==> config.mk <==
export PLATFORM = sky130hd
export DESIGN_NAME = bus_arbiter_mux_flat
export DESIGN_NICKNAME = d
export VERILOG_FILES = /design/src/rtl/bus_arbiter_mux_if.sv /design/src/rtl/bus_arbiter_mux.sv /design/src/flat_wrapper.sv
export SDC_FILE = /design/constraint.sdc
export NUM_CORES = 1
export LEC_CHECK = 0
export ABC_AREA = 1
export ABC_CLOCK_PERIOD_IN_PS = 3600
export CAP_MARGIN = 20
export CORE_AREA = 2 2 446 448
export CTS_CLUSTER_SIZE = 16
export DETAILED_ROUTE_END_ITERATION = 8
export DIE_AREA = 0 0 448 450
export SYNTH_ARGS = -nofsm -noshare
export SYNTH_HDL_FRONTEND = slang
export SYNTH_SLANG_ARGS = --single-unit
==> constraint.sdc <==
create_clock -name clock -period 3.6 [get_ports clock]
set_clock_uncertainty 0.2 [all_clocks]
set_input_delay 0.36 -clock clock [delete_from_list [all_inputs] [get_ports clock]]
set_output_delay 0.36 -clock clock [all_outputs]
set_load 0.005 [all_outputs]
==> src/rtl/bus_arbiter_mux_if.sv <==
// Bus-source arbitration bundle: per-source requests and data in, registered bus and grant out.
// Handshake: a source holding src_req[i] high is granted when grant[i]/bus_valid rise; there is no ready, the grant itself is the acknowledge.
interface bus_arbiter_mux_if #(
  parameter int N_SRC = 32,
  parameter int WIDTH = 32,
  parameter int IDX_W = $clog2(N_SRC)
);
  logic [N_SRC*WIDTH-1:0] src_data;
  logic [N_SRC-1:0]       src_req;
  logic                   bus_lock;
  logic                   conf_clr;
  logic [WIDTH-1:0]       bus_out;
  logic                   bus_valid;
  logic [N_SRC-1:0]       grant;
  logic [IDX_W-1:0]       grant_idx;
  logic                   conflict;
  logic [15:0]            conflict_cnt;
  logic [IDX_W-1:0]       dbgPtr;

  modport master (
    output src_data, src_req, bus_lock, conf_clr,
    input  bus_out, bus_valid, grant, grant_idx, conflict, conflict_cnt, dbgPtr
  );

  modport slave (
    input  src_data, src_req, bus_lock, conf_clr,
    output bus_out, bus_valid, grant, grant_idx, conflict, conflict_cnt, dbgPtr
  );
endinterface

==> src/rtl/bus_arbiter_mux.sv <==
// Registered request/grant selector for the datapath bus with fixed-priority or round-robin policy,
// bus locking and a saturating multi-driver conflict counter.
module bus_arbiter_mux #(
  parameter int N_SRC     = 32,
  parameter int WIDTH     = 32,
  parameter int RR_MODE   = 0,
  parameter int HOLD_IDLE = 0
) (
  input logic             clock,
  input logic             clear,
  bus_arbiter_mux_if.slave bus
);
  localparam int IDX_W = $clog2(N_SRC);

  logic [IDX_W-1:0] ptr;
  logic [IDX_W-1:0] winner;
  logic [N_SRC-1:0] reqMasked;
  logic             locked;
  logic             anyReq;
  logic             multiReq;

  function automatic logic [IDX_W-1:0] lowestIdx(input logic [N_SRC-1:0] v);
    lowestIdx = '0;
    for (int i = N_SRC - 1; i >= 0; i--) begin
      if (v[i]) lowestIdx = IDX_W'(i);
    end
  endfunction

  assign anyReq   = |bus.src_req;
  // Clearing the lowest set bit leaves something only when two or more bits were set.
  assign multiReq = |(bus.src_req & (bus.src_req - N_SRC'(1)));
  assign bus.dbgPtr = ptr;

  always_comb begin
    reqMasked = '0;
    for (int i = 0; i < N_SRC; i++) begin
      reqMasked[i] = bus.src_req[i] && (i >= int'(ptr));
    end
    locked = bus.bus_lock && bus.bus_valid && bus.src_req[bus.grant_idx];
    // Round-robin: search from ptr upward first, wrap to the plain lowest request otherwise.
    if (locked)
      winner = bus.grant_idx;
    else if (RR_MODE != 0 && |reqMasked)
      winner = lowestIdx(reqMasked);
    else
      winner = lowestIdx(bus.src_req);
  end

  always_ff @(posedge clock) begin
    if (clear) begin
      bus.bus_out      <= '0;
      bus.bus_valid    <= 1'b0;
      bus.grant        <= '0;
      bus.grant_idx    <= '0;
      bus.conflict     <= 1'b0;
      bus.conflict_cnt <= '0;
      ptr              <= '0;
    end else begin
      if (anyReq) begin
        bus.bus_valid <= 1'b1;
        bus.grant     <= N_SRC'(1) << winner;
        bus.grant_idx <= winner;
        bus.bus_out   <= bus.src_data[int'(winner)*WIDTH +: WIDTH];
        if (RR_MODE != 0 && !locked)
          ptr <= (int'(winner) == N_SRC - 1) ? '0 : winner + IDX_W'(1);
      end else begin
        bus.bus_valid <= 1'b0;
        bus.grant     <= '0;
        bus.grant_idx <= '0;
        if (HOLD_IDLE == 0) bus.bus_out <= '0;
      end

      if (bus.conf_clr) begin
        bus.conflict     <= 1'b0;
        bus.conflict_cnt <= '0;
      end else if (multiReq) begin
        bus.conflict <= 1'b1;
        if (bus.conflict_cnt != 16'hFFFF) bus.conflict_cnt <= bus.conflict_cnt + 16'd1;
      end
    end
  end
endmodule

==> src/flat_wrapper.sv <==
// flat-port wrapper written by rule: the top's interface ports become plain ports
module bus_arbiter_mux_flat 
#(
  parameter int N_SRC     = 32,
  parameter int WIDTH     = 32,
  parameter int RR_MODE   = 0,
  parameter int HOLD_IDLE = 0
)
  (clock, clear, bus_src_data, bus_src_req, bus_bus_lock, bus_conf_clr, bus_bus_out, bus_bus_valid, bus_grant, bus_grant_idx, bus_conflict, bus_conflict_cnt, bus_dbgPtr);
  bus_arbiter_mux_if #(.N_SRC(N_SRC), .WIDTH(WIDTH)) bus_i ();
  input logic clock;
  input logic clear;
  input wire logic [$bits(bus_i.src_data)-1:0] bus_src_data;
  input wire logic [$bits(bus_i.src_req)-1:0] bus_src_req;
  input wire logic [$bits(bus_i.bus_lock)-1:0] bus_bus_lock;
  input wire logic [$bits(bus_i.conf_clr)-1:0] bus_conf_clr;
  output wire logic [$bits(bus_i.bus_out)-1:0] bus_bus_out;
  output wire logic [$bits(bus_i.bus_valid)-1:0] bus_bus_valid;
  output wire logic [$bits(bus_i.grant)-1:0] bus_grant;
  output wire logic [$bits(bus_i.grant_idx)-1:0] bus_grant_idx;
  output wire logic [$bits(bus_i.conflict)-1:0] bus_conflict;
  output wire logic [$bits(bus_i.conflict_cnt)-1:0] bus_conflict_cnt;
  output wire logic [$bits(bus_i.dbgPtr)-1:0] bus_dbgPtr;
  assign bus_i.src_data = bus_src_data;
  assign bus_i.src_req = bus_src_req;
  assign bus_i.bus_lock = bus_bus_lock;
  assign bus_i.conf_clr = bus_conf_clr;
  assign bus_bus_out = bus_i.bus_out;
  assign bus_bus_valid = bus_i.bus_valid;
  assign bus_grant = bus_i.grant;
  assign bus_grant_idx = bus_i.grant_idx;
  assign bus_conflict = bus_i.conflict;
  assign bus_conflict_cnt = bus_i.conflict_cnt;
  assign bus_dbgPtr = bus_i.dbgPtr;
  bus_arbiter_mux #(.N_SRC(N_SRC), .WIDTH(WIDTH), .RR_MODE(RR_MODE), .HOLD_IDLE(HOLD_IDLE)) u_core (.clock(clock), .clear(clear), .bus(bus_i));
endmodule
* Word level (Yosys, flattened, before mapping)
Index checks and enable logic that the tools add are counted.
Word-level totals: register bits 87, bits of input ports 1060, logic and storage cells 57, output and inout port bits 92
Cells by class: reductions and logical operators 7, shift-type cells 2, eq/ne operators 1, bitwise operators 2, muxes and demuxes 36, add/subtract/negate cells 2, magnitude comparators 1
Operators by type and width (count):
- indexed part select 1024 x 11 -> 32 bit | 1
- 2-to-1 mux 5 bit | 33
- OR reduction 32 bit | 2
- AND 32 bit | 1
- left shift 1 x 5 -> 32 bit, first input constant | 1
- subtractor 32 x 1 -> 32 bit, second input constant | 1
- adder 16 x 1 -> 16 bit, second input constant | 1
- != test 16 bit, second input constant | 1
- < comparator 5 x 6 -> 1 bit, second input constant | 1
- binary-select mux 1 bit (select 5 bit) | 1
- OR reduction 2 bit | 2
- logical AND 1 bit | 2
- 2-to-1 mux 1 bit | 2
- AND reduction 2 bit | 1
- inverter 1 bit | 1

* Logic depth before layout (Yosys ltp)
Gate-level depths: netlist of the first run.
depth in word-level cells 34, mapped depth 45, depth with buffers taken out 43

* Worst setup path after synthesis of the first run
Ideal clock, no wire load.
path type input to register, start input bus_src_req[1], end register u_core.bus.conflict_cnt[15], arrival time 2.792 ns, cell stages on the path 29, buffers on the path 0, required time 3.334 ns, slack 0.542 ns, path through nor2_2 inv_2 nor2_2 inv_2 nor2_2 inv_2 nor2_4 nand2_2 nor2_1 inv_2 nor3_2 inv_2 nor3_2 nand3_1 o21ai_1 nand4_1 nor2_1 nand3_2 nand2_2 inv_4 nand3_1 nor2_2 inv_2 nor3_2 nand2_2 nor2_2 nand3_1 o21ai_1 a21oi_2
On the way: cells in the longest elaborated chain, start to end 4
RTL lines:
- from (decl) | RTL line flat_wrapper.sv:14 | input wire logic [$bits(bus_i.src_req)-1:0] bus_src_req;
- subtractor 32 x 1 -> 32 bit | RTL line bus_arbiter_mux.sv:31 | assign multiReq = |(bus.src_req & (bus.src_req - N_SRC'(1)));
- AND 32 bit (*) | RTL line bus_arbiter_mux.sv:31
- OR reduction 32 bit (*) | RTL line bus_arbiter_mux.sv:31
- AND reduction 2 bit (no source line) (*)
- to (signal assigned) | RTL line bus_arbiter_mux.sv:78 | if (bus.conflict_cnt != 16'hFFFF) bus.conflict_cnt <= bus.conflict_cnt + 16'd1;
- to (decl) | RTL line bus_arbiter_mux_if.sv:27 | output bus_out, bus_valid, grant, grant_idx, conflict, conflict_cnt, dbgPtr
Every way passes the cells marked *; elsewhere a longest branch is shown, timed or not. A chain may end at the register's enable or synchronous reset.

* Worst setup path in the final report of the first run
start register u_core.bus.grant_idx[0], end register u_core.bus.bus_out[11]
On the way: cells in the longest elaborated chain, start to end 5
RTL lines:
- from (decl) | RTL line bus_arbiter_mux_if.sv:27
- from (signal assigned) | RTL line bus_arbiter_mux.sv:62 | bus.grant_idx <= winner;
- binary-select mux 1 bit (select 5 bit) | RTL line bus_arbiter_mux.sv:39 | locked = bus.bus_lock && bus.bus_valid && bus.src_req[bus.grant_idx];
- 2-to-1 mux 1 bit (not written as such) | RTL line bus_arbiter_mux.sv:39
- logical AND 1 bit | RTL line bus_arbiter_mux.sv:39
- 2-to-1 mux 5 bit (*) | RTL line bus_arbiter_mux.sv:41 | if (locked)
- indexed part select 1024 x 11 -> 32 bit (*) | RTL line bus_arbiter_mux.sv:63 | bus.bus_out <= bus.src_data[int'(winner)*WIDTH +: WIDTH];
- to (signal assigned) | RTL line bus_arbiter_mux.sv:63
- to (decl) | RTL line bus_arbiter_mux_if.sv:27
Every way passes the cells marked *; elsewhere a longest branch is shown, timed or not. The select of a mux whose other input is x is not followed.

==> results.tsv, run 1 <==
metric	value	unit
run status	finished, violations left	
failing checks	setup timing	
Num Clock Sinks	87	
Post-DP HPWL	181500	um
sequential share of power	0.128	
reg2reg start	u_core.bus.grant_idx[0]	
CP required	3780	ps
Comb pwr share	0.735	
global-route wire length before repair	273100	um
Pins Over Slew Limit	0	
min cycle time layout	3602	ps
# DRC	0	
fmax	0.2776	GHz
Tot GR Track Use	0.2037	
Yosys reg bits	87	
CP Launch Type	flip-flop	
DRT Wirelength	220500	um
vias post-DR	30503	
Final Hold Viols	0	
Die Wd	448	um
root buf cell	clkbuf_16	
Rel. slew slack	0.6594	
DRT Pass-1 Iters	7	
wire length on met1	84400	um
met2 WL	112100	um
Max VDD drop	289.7	uV
endpoints failing setup	2	
Final WS setup	-1.955	ps
internal cell power	4453	uW
commonest non-fill, non-tap cell in the layout	nand2_1	
die height	450	um
# Max-Cap Violations	0	
Worst setup startpoint	u_core.bus.grant_idx[0]	
# port buffers	1146	
die area	201600	sq um
terminus of the critical flop-to-flop path	u_core.bus.bus_out[11]	
Sum Neg Setup Slack	-3.074	ps
ys flop type	dfxtp_1	
design area	39510	sq um
fin cells	7508	
TritonCTS clock tree	yes	
clk buf depth	2	
placed instance count	7313	
crit end category	flip-flop	
vias in the first global route	29493	
initial antenna violation count	139	
share of cells above drive strength 1	0.2170	
Setup WS pre-CTS	-1481	ps
RSZ-0062 raised after global routing	true	
Initial Utilization	0.08184	
Power Density	209.0	nW/um^2
clk_lat worst skew	440	ps
EDFF count, synth	0	
initial drt markers	2813	
critical path data arrival time	3780	ps
Switch Pwr	3804	uW
core box area	196600	sq um
DRT antenna net count	0	
DR top layer	met5	
post-synthesis sequential area ratio	0.1082	
NumNets Final	5880	
Syn Inst Count	3342	
clock-pin slew on the worst setup and hold paths	90	ps
synth unique cells	44	
crit-path max FO	12	
routability congestion estimate	0.9476	
Mapped Area	16090	sq um
most frequent cells in the layout	nand2_1, clkdlybuf4s50_1, nand3_1, buf_4, nand4_1	
area of placed instances	34490	sq um
largest net degree at the start of global routing	54	
DR WL/cell	29.37	um
CP endpoint	u_core.bus.bus_out[11]	
Async SR Flop Fraction	0	
Hold/Removal Path Class	reg -> reg	
cts bufs inserted	9	
clock power share	0.137	
H-tree levels	3	
vias per inst	4.063	
Slew @ Worst Pin	509.4	ps
Synth warnings	0	
Std-Cell Rows	163	
Setup Crit Path Kind	reg -> reg	
FF-to-FF path depth	26	
grt ovf	0	
num ports	1152	
leakage power total	0.01772	uW
reg2reg setup slack	-2	ps
DR WL met3	15860	um
Switching Share	0.4607	
syn_area_per_cell	4.815	sq um
Layout Area Growth over Synthesis	145.5	%
period utilisation layout	1.001	
cell usage after synthesis (all sizes together) (2+ instances only):
| cell | count | share of area |
|---|---|---|
| o21ai | 41 | 0.013 |
| nor3 | 9 | 0.0037 |
| a22oi | 2 | 0.00093 |
| nor3b | 2 | 0.00093 |
| nand3 | 630 | 0.20 |
| o2111ai | 2 | 0.0011 |
| nand3b | 54 | 0.025 |
| o41ai | 2 | 0.0011 |
| a31oi | 4 | 0.0019 |
| clkbuf | 143 | 0.033 |
| a21oi | 37 | 0.012 |
| nor2 | 151 | 0.036 |
| nor4 | 20 | 0.0078 |
| inv | 213 | 0.050 |
| nand4 | 189 | 0.073 |
| dfxtp | 87 | 0.11 |
| o21a | 3 | 0.0014 |
| nand2 | 1598 | 0.37 |
| buf | 143 | 0.054 |
| or2 | 3 | 0.0012 |
power by group through the flow:
stage	Clock, uW	Combinational [uW]	Sequential, uW
floorplan	0	1660	1060
global placement	0	5140	1090
detailed placement	0	5120	1090
CTS	1200	5740	1060
global route	1210	6440	1070
finish	1130	6070	1060
stage by stage:
step                      power (uW)  utilization  hold WS (ps)
after global routing            8712       0.2008         337.6
after global placement          6232       0.1754         271.4
final                           8257       0.2010         294.4
after CTS                       8004       0.1902         296.1
after detailed placement        6210       0.1754         284.1
after floorplan                 2719            -         252.2
metal layers:
| metal | vias to the layer above | GRT usage |
|---|---|---|
| met4 | 54 | 0.06539 |
| li1 | 13856 | - |
| met3 | 366 | 0.03637 |
| met5 | - | 0 |
| met2 | 1707 | 0.3695 |
| met1 | 14520 | 0.2391 |
area by class of cell:
cell class / count / area [sq um]
diodes: 44 / 110.1
clock buffers: 9 / 225.2
clock inverters: 7 / 73.82
fillers: 22485 / 157100
inverters: 214 / 882.1
multi-input cells: 2759 / 14150
flip-flops and latches: 87 / 1749
well taps: 2640 / 3303
repair buffers: 1748 / 19010
how the worst min path moves through the flow:
| stage | start | to | cells after the start | slack (ps) |
|---|---|---|---|---|
| 2_1_floorplan | clear | u_core.bus.bus_valid | 1 | 250 |
| 3_3_place_gp | u_core.bus.conflict_cnt[8] | u_core.bus.conflict_cnt[8] | 2 | 270 |
| 3_5_place_dp | u_core.bus.conflict_cnt[8] | u_core.bus.conflict_cnt[8] | 2 | 280 |
| 4_1_cts | u_core.bus.conflict_cnt[8] | u_core.bus.conflict_cnt[8] | 2 | 300 |
| 5_1_grt | u_core.bus.conflict_cnt[8] | u_core.bus.conflict_cnt[8] | 2 | 340 |
| 6_report | u_core.bus.conflict_cnt[8] | u_core.bus.conflict_cnt[8] | 2 | 290 |
critical path, stage by stage, from the launching register on:
cell and delay [ps]:
dfxtp_4 380, buf_6 160, a21oi_1 120, a21oi_1 80, buf_4 140, o21ai_1 110, nand3_1 80, nand3_1 70
inv_1 50, nand2_2 80, inv_2 40, or2_2 270, inv_2 100, nand2_8 100, nand2_8 100, buf_12 160
buf_16 180, buf_12 160, nand2_1 60, nand2_1 50, nand2_1 40, nand3b_1 210, buf_12 150, nand3_4 90
nand2_8 120, nand2_4 70, nand2_1 70
repair_timing:
action / 4_1_cts / 5_1_grt
endpoints found under the setup margin: 43 / 50
resized for setup: 387 / 307
buffers inserted: 66 / 41
pin swaps: 80 / 123
gates cloned: 19 / 25
hold buffers: 0 / 0
registers in the layout, indices dropped and copies added (netlist names):
signal,cells
u_core.bus.bus_out,32
u_core.bus.grant,32
u_core.bus.conflict_cnt,16
u_core.bus.grant_idx,5
u_core.bus.bus_valid,1
u_core.bus.conflict,1
kinds of logic after synthesis:
group | Yosys count | share of synthesized area
AND/OR/NAND/NOR | 2658 | 0.7203
buffers and inverters | 500 | 0.1376
AO/OA/AOI/OAI | 95 | 0.03282
flip-flops | 87 | 0.1082
adder cells (fa/ha/maj) | 1 | 0.0007775
other | 1 | 0.0002331
(Power assumes the default switching activity.)
==> inputs of run 2 (changes only) <==
- SETUP_SLACK_MARGIN: unset -> 0.5
- SKIP_CTS_REPAIR_TIMING: unset -> 1
==> run 2 against run 1 <==
Effect of this change:
- the flow still finishes with violations (setup timing)
- setup slack lost 160 ps
- sequential share of layout area increased by 0.081 points
- design area is 2.2% lower
- non-clock buffer count fell by 37
- die area unchanged
- routed wire length is 0.93% lower
- sequential power about the same
- utilization shrank 0.43 points
- register-to-register slack got worse by 160 ps
- global-route usage down 0.95 points
- highest routed layer unchanged
==> results.tsv, run 2 (synthesized netlist as in run 1, its figures left out) <==
metric	value	unit
run status	finished, violations left	
failing checks	setup timing	
vias in the first global route	28557	
Buf+Inv Stages, Crit Path	11	
clk buf depth	2	
initial antenna violation count	140	
# Max-Cap Violations	0	
min cycle time layout	3765	ps
vias post-DR	30037	
# port buffers	1146	
Rel. slew slack	0.6347	
Regs by FF count	u_core.bus.bus_out (32), u_core.bus.grant (32), u_core.bus.conflict_cnt (16)	
RSZ-0062 raised after global routing	true	
Post-DP HPWL	181500	um
Final Hold Viols	0	
die area	201600	sq um
crit-path max FO	12	
Pins Over Slew Limit	0	
most frequent cells in the layout	nand2_1, clkdlybuf4s50_1, nand3_1, buf_4, nand4_1	
Hold/Removal Path Class	reg -> reg	
clk_lat worst skew	430	ps
H-tree levels	3	
Hold WS	296.2	ps
vias per inst	4.023	
fmax	0.2656	GHz
fin cells	7466	
CP max-delay cell	dfxtp_2	
period utilisation layout	1.046	
NumNets Final	5843	
num ports	1152	
# DRC	0	
DRT Wirelength	218400	um
Max VDD drop	277.9	uV
share of cells above drive strength 1	0.1922	
Setup WS pre-CTS	-1481	ps
CP delay by family, top	buffers and inverters	
Setup Crit Path Kind	reg -> reg	
Die Wd	448	um
CP required	3720	ps
CP max stage delay	350	ps
critical path data arrival time	3890	ps
Final WS setup	-164.6	ps
Layout Area Growth over Synthesis	140.3	%
DRT Pass-1 Iters	6	
core box area	196600	sq um
Filler Cell Count	22508	
commonest non-fill, non-tap cell in the layout	nand2_1	
CP Launch Type	flip-flop	
leakage power total	0.01729	uW
initial drt markers	2838	
root buf cell	clkbuf_16	
endpoints failing setup	29	
Initial Utilization	0.08184	
placed instance count	7313	
largest net degree at the start of global routing	60	
routability congestion estimate	0.9476	
DR WL/cell	29.26	um
cts bufs inserted	9	
Power Density	209.2	nW/um^2
crit-path most repeated cell	nand2_1	
die height	450	um
Num Clock Sinks	87	
TritonCTS clock tree	yes	
clock-pin slew on the worst setup and hold paths	90	ps
crit end category	flip-flop	
Std-Cell Rows	163	
Slew @ Worst Pin	546.4	ps
global-route wire length before repair	260900	um
grt ovf	0	
Tot GR Track Use	0.1942	
DRT antenna net count	0	
-- run 2: cell count changes in the layout (fill, tap and decap cells not counted), sizes merged --
cell | previous run | this run
clkinv | 2 | 4
diode | 44 | 39
clkdlybuf4s15 | 1 | 0
dlymetal6s2s | 1 | 12
inv | 217 | 215
clkdlybuf4s50 | 1133 | 1131
dlygate4sd2 | 6 | 0
clkbuf | 34 | 40
bufbuf | 11 | 0
buf | 571 | 537
-- run 2: area by class of cell --
class                           instances  area, sq um  area share
Timing Repair Buffer                 1711        18510      0.4787
Tap cell                             2640         3303     0.08545
Sequential cell                        87         1743     0.04509
Inverter                              214        878.3     0.02272
Multi-Input combinational cell       2759        13830      0.3578
Clock inverter                          7        73.82    0.001910
Clock buffer                            9        225.2    0.005826
Antenna cell                           39        97.59    0.002525
-- run 2: through the flow --
step	cell area [sq um]	power, uW	TNS (ps)	utilization
2_1_floorplan	16110	2719	0	-
3_3_place_gp	34490	6232	-64100	0.1754
3_5_place_dp	34490	6210	-53590	0.1754
4_1_cts	34790	7410	-21060	0.1769
5_1_grt	38630	8554	-11470	0.1965
6_report	38660	8088	-1708	0.1966
-- run 2: where the power goes --
group          switching (uW)  internal [uW]
Clock                     624            492
Sequential               45.6           1010
Combinational            3070           2840
Total                    3740           4350
-- run 2: worst paths after layout --
path         slack, ps                       start                         end  depth (start not counted)
min                300  u_core.bus.conflict_cnt[8]  u_core.bus.conflict_cnt[8]                          2
max               -160     u_core.bus.grant_idx[0]       u_core.bus.bus_out[2]                         27
min reg2reg        300  u_core.bus.conflict_cnt[8]  u_core.bus.conflict_cnt[8]                          2
max reg2reg       -160     u_core.bus.grant_idx[0]       u_core.bus.bus_out[2]                         27
-- run 2: routing by layer --
metal / track usage / wire length, um / vias up
met2: 0.3501 / 110900 / 1538
met1: 0.2259 / 84100 / 14328
met5: 0 / 347 / -
met3: 0.03435 / 15180 / 354
met4: 0.07302 / 7900 / 58
li1: - / - / 13759
-- run 2: worst reg2reg max path, stage by stage, from the launching register on --
cell and delay [ps]:
dfxtp_2 350, buf_4 200, a21oi_1 140, a21oi_1 80, buf_4 140, o21ai_1 110, nand3_1 90, nand3_1 70
inv_1 50, nand2_2 60, inv_1 50, or2_2 270, inv_2 100, nand2_8 100, buf_12 150, buf_16 160
buf_12 180, buf_4 140, clkbuf_16 150, nand3_1 60, nand2_1 60, nand2_1 50, nand3b_1 90, nand3_2 120
buf_6 160, nand2_1 90, nand2_2 150, nand2_1 80
